$ cat src/rtl/asmd_mult_sequencer.sv
// -----------------------------------------------------------------------------
// asmd_mult_sequencer
//
// Purpose:
//   Feeds operand pairs to an asmd_multiplier and accumulates the products.
//   When the pair tagged "last" completes, it presents the dot-product result.
//   Each accepted pair produces exactly one mult_start pulse. After that pulse
//   the sequencer waits for the multiplier's ready line to drop and then rise
//   again. The product is added into a running sum. The result is held until
//   the consumer acknowledges it.
//
// Ports:
//   clk, reset      : system clock (rising edge) and synchronous active-high reset,
//                     shared with the multiplier.
//   in_valid/in_ready, in_a, in_b, in_last
//                   : operand pair stream (valid/ready handshake).
//   mult_start      : one-cycle start pulse to the multiplier.
//   mult_word0/1    : latched operands, stable until the next accept.
//   mult_ready      : multiplier idle/ready.
//   mult_product    : multiplier product, sampled when ready returns high.
//   sum_valid, sum, sum_count, overflow
//                   : result of a vector, held stable until sum_ack.
//   sum_ack         : consumer takes the result (only honoured while presenting).
// -----------------------------------------------------------------------------
module asmd_mult_sequencer #(
    parameter int word_length = 4,
    parameter int acc_width   = 12,
    parameter int count_width = 4
) (
    input  logic                       clk,
    input  logic                       reset,
    input  logic                       in_valid,
    output logic                       in_ready,
    input  logic [word_length-1:0]     in_a,
    input  logic [word_length-1:0]     in_b,
    input  logic                       in_last,
    output logic                       mult_start,
    output logic [word_length-1:0]     mult_word0,
    output logic [word_length-1:0]     mult_word1,
    input  logic                       mult_ready,
    input  logic [2*word_length-1:0]   mult_product,
    output logic                       sum_valid,
    output logic [acc_width-1:0]       sum,
    output logic [count_width-1:0]     sum_count,
    output logic                       overflow,
    input  logic                       sum_ack
);

    localparam int ACC_EXT_W = acc_width + 1;
    localparam int CNT_EXT_W = count_width + 1;

    typedef enum logic [2:0] {
        IDLE      = 3'd0,
        ISSUE     = 3'd1,
        WAIT_BUSY = 3'd2,
        WAIT_DONE = 3'd3,
        DONE      = 3'd4
    } state_t;

    state_t                   state_q, state_d;
    logic [word_length-1:0]   word0_q, word0_d;
    logic [word_length-1:0]   word1_q, word1_d;
    logic                     last_q,  last_d;
    logic                     start_q, start_d;
    logic                     valid_q, valid_d;
    logic                     ovf_q,   ovf_d;
    logic [acc_width-1:0]     acc_q,   acc_d;
    logic [count_width-1:0]   count_q, count_d;

    logic [ACC_EXT_W-1:0]     acc_sum;
    logic [CNT_EXT_W-1:0]     count_inc;
    logic                     accept;

    // Returns {carry, acc + zero-extended product}. The carry bit marks a wrap
    // out of the accumulator width.
    function automatic logic [ACC_EXT_W-1:0] acc_add(
        input logic [acc_width-1:0]     a,
        input logic [2*word_length-1:0] p
    );
        return {1'b0, a} + ACC_EXT_W'(p);
    endfunction

    // Returns {saturated, next_count}. The counter sticks at all-ones, and an
    // increment attempted at that value is reported as saturation.
    function automatic logic [CNT_EXT_W-1:0] count_sat_inc(
        input logic [count_width-1:0] c
    );
        if (&c) begin
            return {1'b1, c};
        end
        return {1'b0, c + count_width'(1)};
    endfunction

    assign acc_sum   = acc_add(acc_q, mult_product);
    assign count_inc = count_sat_inc(count_q);

    // The ready decode depends only on the registered state plus the
    // multiplier's ready line. It is forced low while reset is held.
    assign in_ready = (state_q == IDLE) && mult_ready && !reset;
    assign accept   = in_valid && in_ready;

    always_comb begin
        state_d = state_q;
        word0_d = word0_q;
        word1_d = word1_q;
        last_d  = last_q;
        start_d = 1'b0;
        valid_d = valid_q;
        ovf_d   = ovf_q;
        acc_d   = acc_q;
        count_d = count_q;

        case (state_q)
            IDLE: begin
                if (accept) begin
                    word0_d = in_a;
                    word1_d = in_b;
                    last_d  = in_last;
                    start_d = 1'b1;
                    state_d = ISSUE;
                end
            end

            ISSUE: begin
                state_d = WAIT_BUSY;
            end

            // The multiplier may keep ready high for a few cycles after start.
            // Wait for it to go busy before looking for completion.
            WAIT_BUSY: begin
                if (!mult_ready) begin
                    state_d = WAIT_DONE;
                end
            end

            WAIT_DONE: begin
                if (mult_ready) begin
                    acc_d   = acc_sum[acc_width-1:0];
                    count_d = count_inc[count_width-1:0];
                    ovf_d   = ovf_q | acc_sum[acc_width] | count_inc[count_width];
                    if (last_q) begin
                        valid_d = 1'b1;
                        state_d = DONE;
                    end else begin
                        state_d = IDLE;
                    end
                end
            end

            DONE: begin
                if (sum_ack) begin
                    acc_d   = '0;
                    count_d = '0;
                    ovf_d   = 1'b0;
                    valid_d = 1'b0;
                    state_d = IDLE;
                end
            end

            default: begin
                state_d = IDLE;
            end
        endcase
    end

    always_ff @(posedge clk) begin
        if (reset) begin
            state_q <= IDLE;
            word0_q <= '0;
            word1_q <= '0;
            last_q  <= 1'b0;
            start_q <= 1'b0;
            valid_q <= 1'b0;
            ovf_q   <= 1'b0;
            acc_q   <= '0;
            count_q <= '0;
        end else begin
            state_q <= state_d;
            word0_q <= word0_d;
            word1_q <= word1_d;
            last_q  <= last_d;
            start_q <= start_d;
            valid_q <= valid_d;
            ovf_q   <= ovf_d;
            acc_q   <= acc_d;
            count_q <= count_d;
        end
    end

    assign mult_start = start_q;
    assign mult_word0 = word0_q;
    assign mult_word1 = word1_q;
    assign sum_valid  = valid_q;
    assign sum        = acc_q;
    assign sum_count  = count_q;
    assign overflow   = ovf_q;

endmodule

$ cat config.mk
export PLATFORM = sky130hd
export DESIGN_NAME = asmd_mult_sequencer
export DESIGN_NICKNAME = d
export VERILOG_FILES = /design/src/rtl/asmd_mult_sequencer.sv
export SDC_FILE = /design/constraint.sdc
export NUM_CORES = 1
export LEC_CHECK = 0
export BUFFER_PORTS_ARGS = -buffer_cell sky130_fd_sc_hd__buf_2
export CORE_ASPECT_RATIO = 0.8
export CORE_UTILIZATION = 41
export DETAILED_ROUTE_END_ITERATION = 16
export PLACE_DENSITY_LB_ADDON = 0.15
export RECOVER_POWER = 100
export SLEW_MARGIN = 20
export SYNTH_ARGS = -nofsm -noshare
export SYNTH_HDL_FRONTEND = slang
export SYNTH_SLANG_ARGS = --single-unit
$ cat constraint.sdc
create_clock -name clk -period 4.8 [get_ports clk]
set_input_delay 0 -clock clk [delete_from_list [all_inputs] [get_ports clk]]
set_output_delay 0 -clock clk [all_outputs]
set_load 0.05 [all_outputs]
==> results.toml <==
[critical_path]
cp.required_ns = 4.90
r2r_start = "state_q[0]"
cpMaxStageDelayCell = "nor3_1"
worstSetupEndpointType = "register"
reg2regPathDepth = 4
crit_arrival_ns = 2.43
reg2reg_to = "mult_word1[1]"
crit_chain = "nor2_1 -> nand3_1 -> nor3_1 -> o21ai_0"
r2r_slack_ns = 2.48
path_max_fanout = 19
cp-start-kind = "register"
critPathKind = "register to register"
max_stage_delay_ns = 1.18

[sta]
finalClockSkew_ns = 0.00554
post-route-period-util_pct = 48.4
setup-tns-final_ns = 0
rsz0062_at_grt = "false"
maxSlewViolCount = 20
worst_pin_slew_ns = 1.56
slew_headroom_pct = -4.62
hold_viol = 0
setup_viol = 0
period_minus_slack_ns = 2.32
clock.fmax_ghz = 0.430

[clocking]
clock_latency_ns = 0.28
cts.clk_slew.worst_paths_ns = 0.07
clock_sinks = 31
cts_buffers = 5
cts_tree = "yes"
htree_levels = 2
cts_resized = 0
cts.root.buffer_cell = "clkbuf_8"
cts_buffer_depth = 2

[synth]
synthXorXnorAreaFrac_pct = 3.37
async_flop_share_pct = 0
synth_top_family_by_area = "simple AND/OR/NAND/NOR gates"
yosysWarnings = 0
synth-seq-cells = 31
synth_cell_types = 44
syn_nets = 218
synthCells = 186
synth_edf_count = 0
muxShareOfSynthArea_pct = 0.642
synthSimpleGateAreaFrac_pct = 25.6
syn_avg_cell_area_um2 = 8.38
synth_compound_area_share_pct = 19.1
synthAdderAreaFrac_pct = 8.51
ys_seq_area_share_pct = 39.8
synth_area_um2 = 1560
ys.flop_type = "dfxtp_1"

[drt]
wl_per_cell_um = 12.5
firstDrtPassIters = 6
wirelength_um = 3600
drtAntennaViolNets = 0
vias = 1485
drc_errors = 0
drt_iter0_drc = 64
viasPerCell = 5.16

[global_routing]
grt_max_degree = 20
grt_pass1_vias = 1372
antenna_found_initial = 0
track_usage_pct = 19.8
grt_overflow_total = 0
grt_pass1_wl_um = 6150

[final_layout]
layout-drive-gt1-share_pct = 13.0
antennaDiodeCount = 0
area_growth_pct = 25.6
layout_common_cells = "nand2_1, dfxtp_1, clkbuf_1"
nFillCells = 355
final_nets = 277
final_util_pct = 55.3
final_cells = 288

[hold_path]
hp-start = "in_valid"
min_path_cells = 3
min_to = "state_q[0]"
min_path_type = "input pin to register"

[power]
irDropWorstVdd_mv = 0.173
power.density_nw_per_um2 = 273
power_uw = 535
p_leak_uw = 0.000803

[placed_design]
hpwlAfterDp_um = 2510
dp_cells = 271
port_buffers = 49
place_congestion = 0.801

[floorplanning]
die_w_um = 70.9
die_h_um = 57.2
core_area_um2 = 3540
die-area_um2 = 4050
row_count = 19
pin_count = 50
start_util_pct = 44.0

[status]
status = "finished with violations"
failed_checks = "max-capacitance violations, max-slew violations"

[run]
max_cap_violations = 1
[cell usage after synthesis, types with 2 or more instances]
library cell | instances | area, um^2
a22o_1 | 2 | 17.5
clkbuf_1 | 4 | 15.0
a211oi_1 | 3 | 22.5
ha_1 | 9 | 113
dfxtp_1 | 31 | 621
xor2_1 | 3 | 26.3
nor2_1 | 19 | 71.3
nand2_1 | 31 | 116
nand3_1 | 8 | 40.0
o21ai_0 | 12 | 60.1
o21ai_1 | 4 | 20.0
or3_1 | 2 | 12.5
a21oi_1 | 14 | 70.1
a22oi_1 | 2 | 15.0
and3_1 | 3 | 18.8
inv_1 | 4 | 15.0
xnor2_1 | 3 | 26.3
and2_1 | 2 | 12.5
a21o_1 | 2 | 15.0
nand2b_1 | 4 | 25.0
[report_power, final]
part	total, uW	switching (uW)	internal, uW
Sequential	268	4.11	263
Clock	202	101	101
Combinational	65.0	42.1	22.9
Total	535	148	387
[per-layer routing]
metal  global-route usage [%]  wire length, um  part of all wire [%]  up-vias
met5                        0                0                     0        -
met3                     6.71              199                   5.5        8
li1                         -                -                     -      779
met1                     26.3             1880                    52      659
met4                     10.0               70                   1.9        0
met2                     28.7             1450                    40       39
[flip-flops by register name (all words and copies together), names as in the netlist]
name        count
overflow        1
sum_valid       1
state_q         3
mult_word1      4
mult_word0      4
last_q          1
mult_start      1
sum            12
sum_count       4
[area by class of cell]
type | count | area [um^2] | share of cell area (%)
Timing Repair Buffer | 58 | 300 | 15.3
Tap cell | 42 | 52.6 | 2.68
Clock buffer | 5 | 68.8 | 3.51
Clock inverter | 3 | 20.0 | 1.02
Sequential cell | 31 | 621 | 31.7
Multi-Input combinational cell | 145 | 881 | 45.0
Inverter | 4 | 15.0 | 0.767
[per-stage QoR]
stage / hold slack (ns) / setup slack, ns / instance area, um^2
3_5_place_dp: 0.205 / 2.75 / 1830
5_1_grt: 0.0313 / 2.15 / 1960
4_1_cts: 0.0361 / 2.73 / 2000
2_1_floorplan: 0.109 / 2.47 / 1560
3_3_place_gp: 0.196 / 2.77 / 1830
6_report: 0.0263 / 2.48 / 1960
[critical path: cells and delay by family, from the launching register on]
kind	cells	cell delay [ns]
and+or+nand+nor	3	1.54
AOI/OAI and AO/OA	1	0.26
DFF	1	0.34
[cells by family (layout without fill, tap and decap cells)]
family | after synthesis | count (layout)
xor+xnor | 6 | 6
flops | 31 | 31
mux | 1 | 1
fa+ha+maj | 10 | 10
buf+inv | 10 | 70
compound gates | 48 | 48
simple gates | 80 | 80
[what timing repair did]
action,CTS,global route
setup buffers,0,0
hold endpoints to repair,9,0
hold buffers,9,0
setup endpoints to repair,0,0
[worst max path at each step]
stage | slack, ns | startpoint | endpoint
5_1_grt | 2.15 | state_q[0] | mult_word0[1]
6_report | 2.48 | state_q[0] | mult_word1[1]
4_1_cts | 2.73 | sum[0] | sum[10]
3_3_place_gp | 2.77 | sum[0] | sum[10]
2_1_floorplan | 2.47 | sum[0] | sum[10]
3_5_place_dp | 2.75 | sum[0] | sum[10]
(Power assumes the default switching activity.)
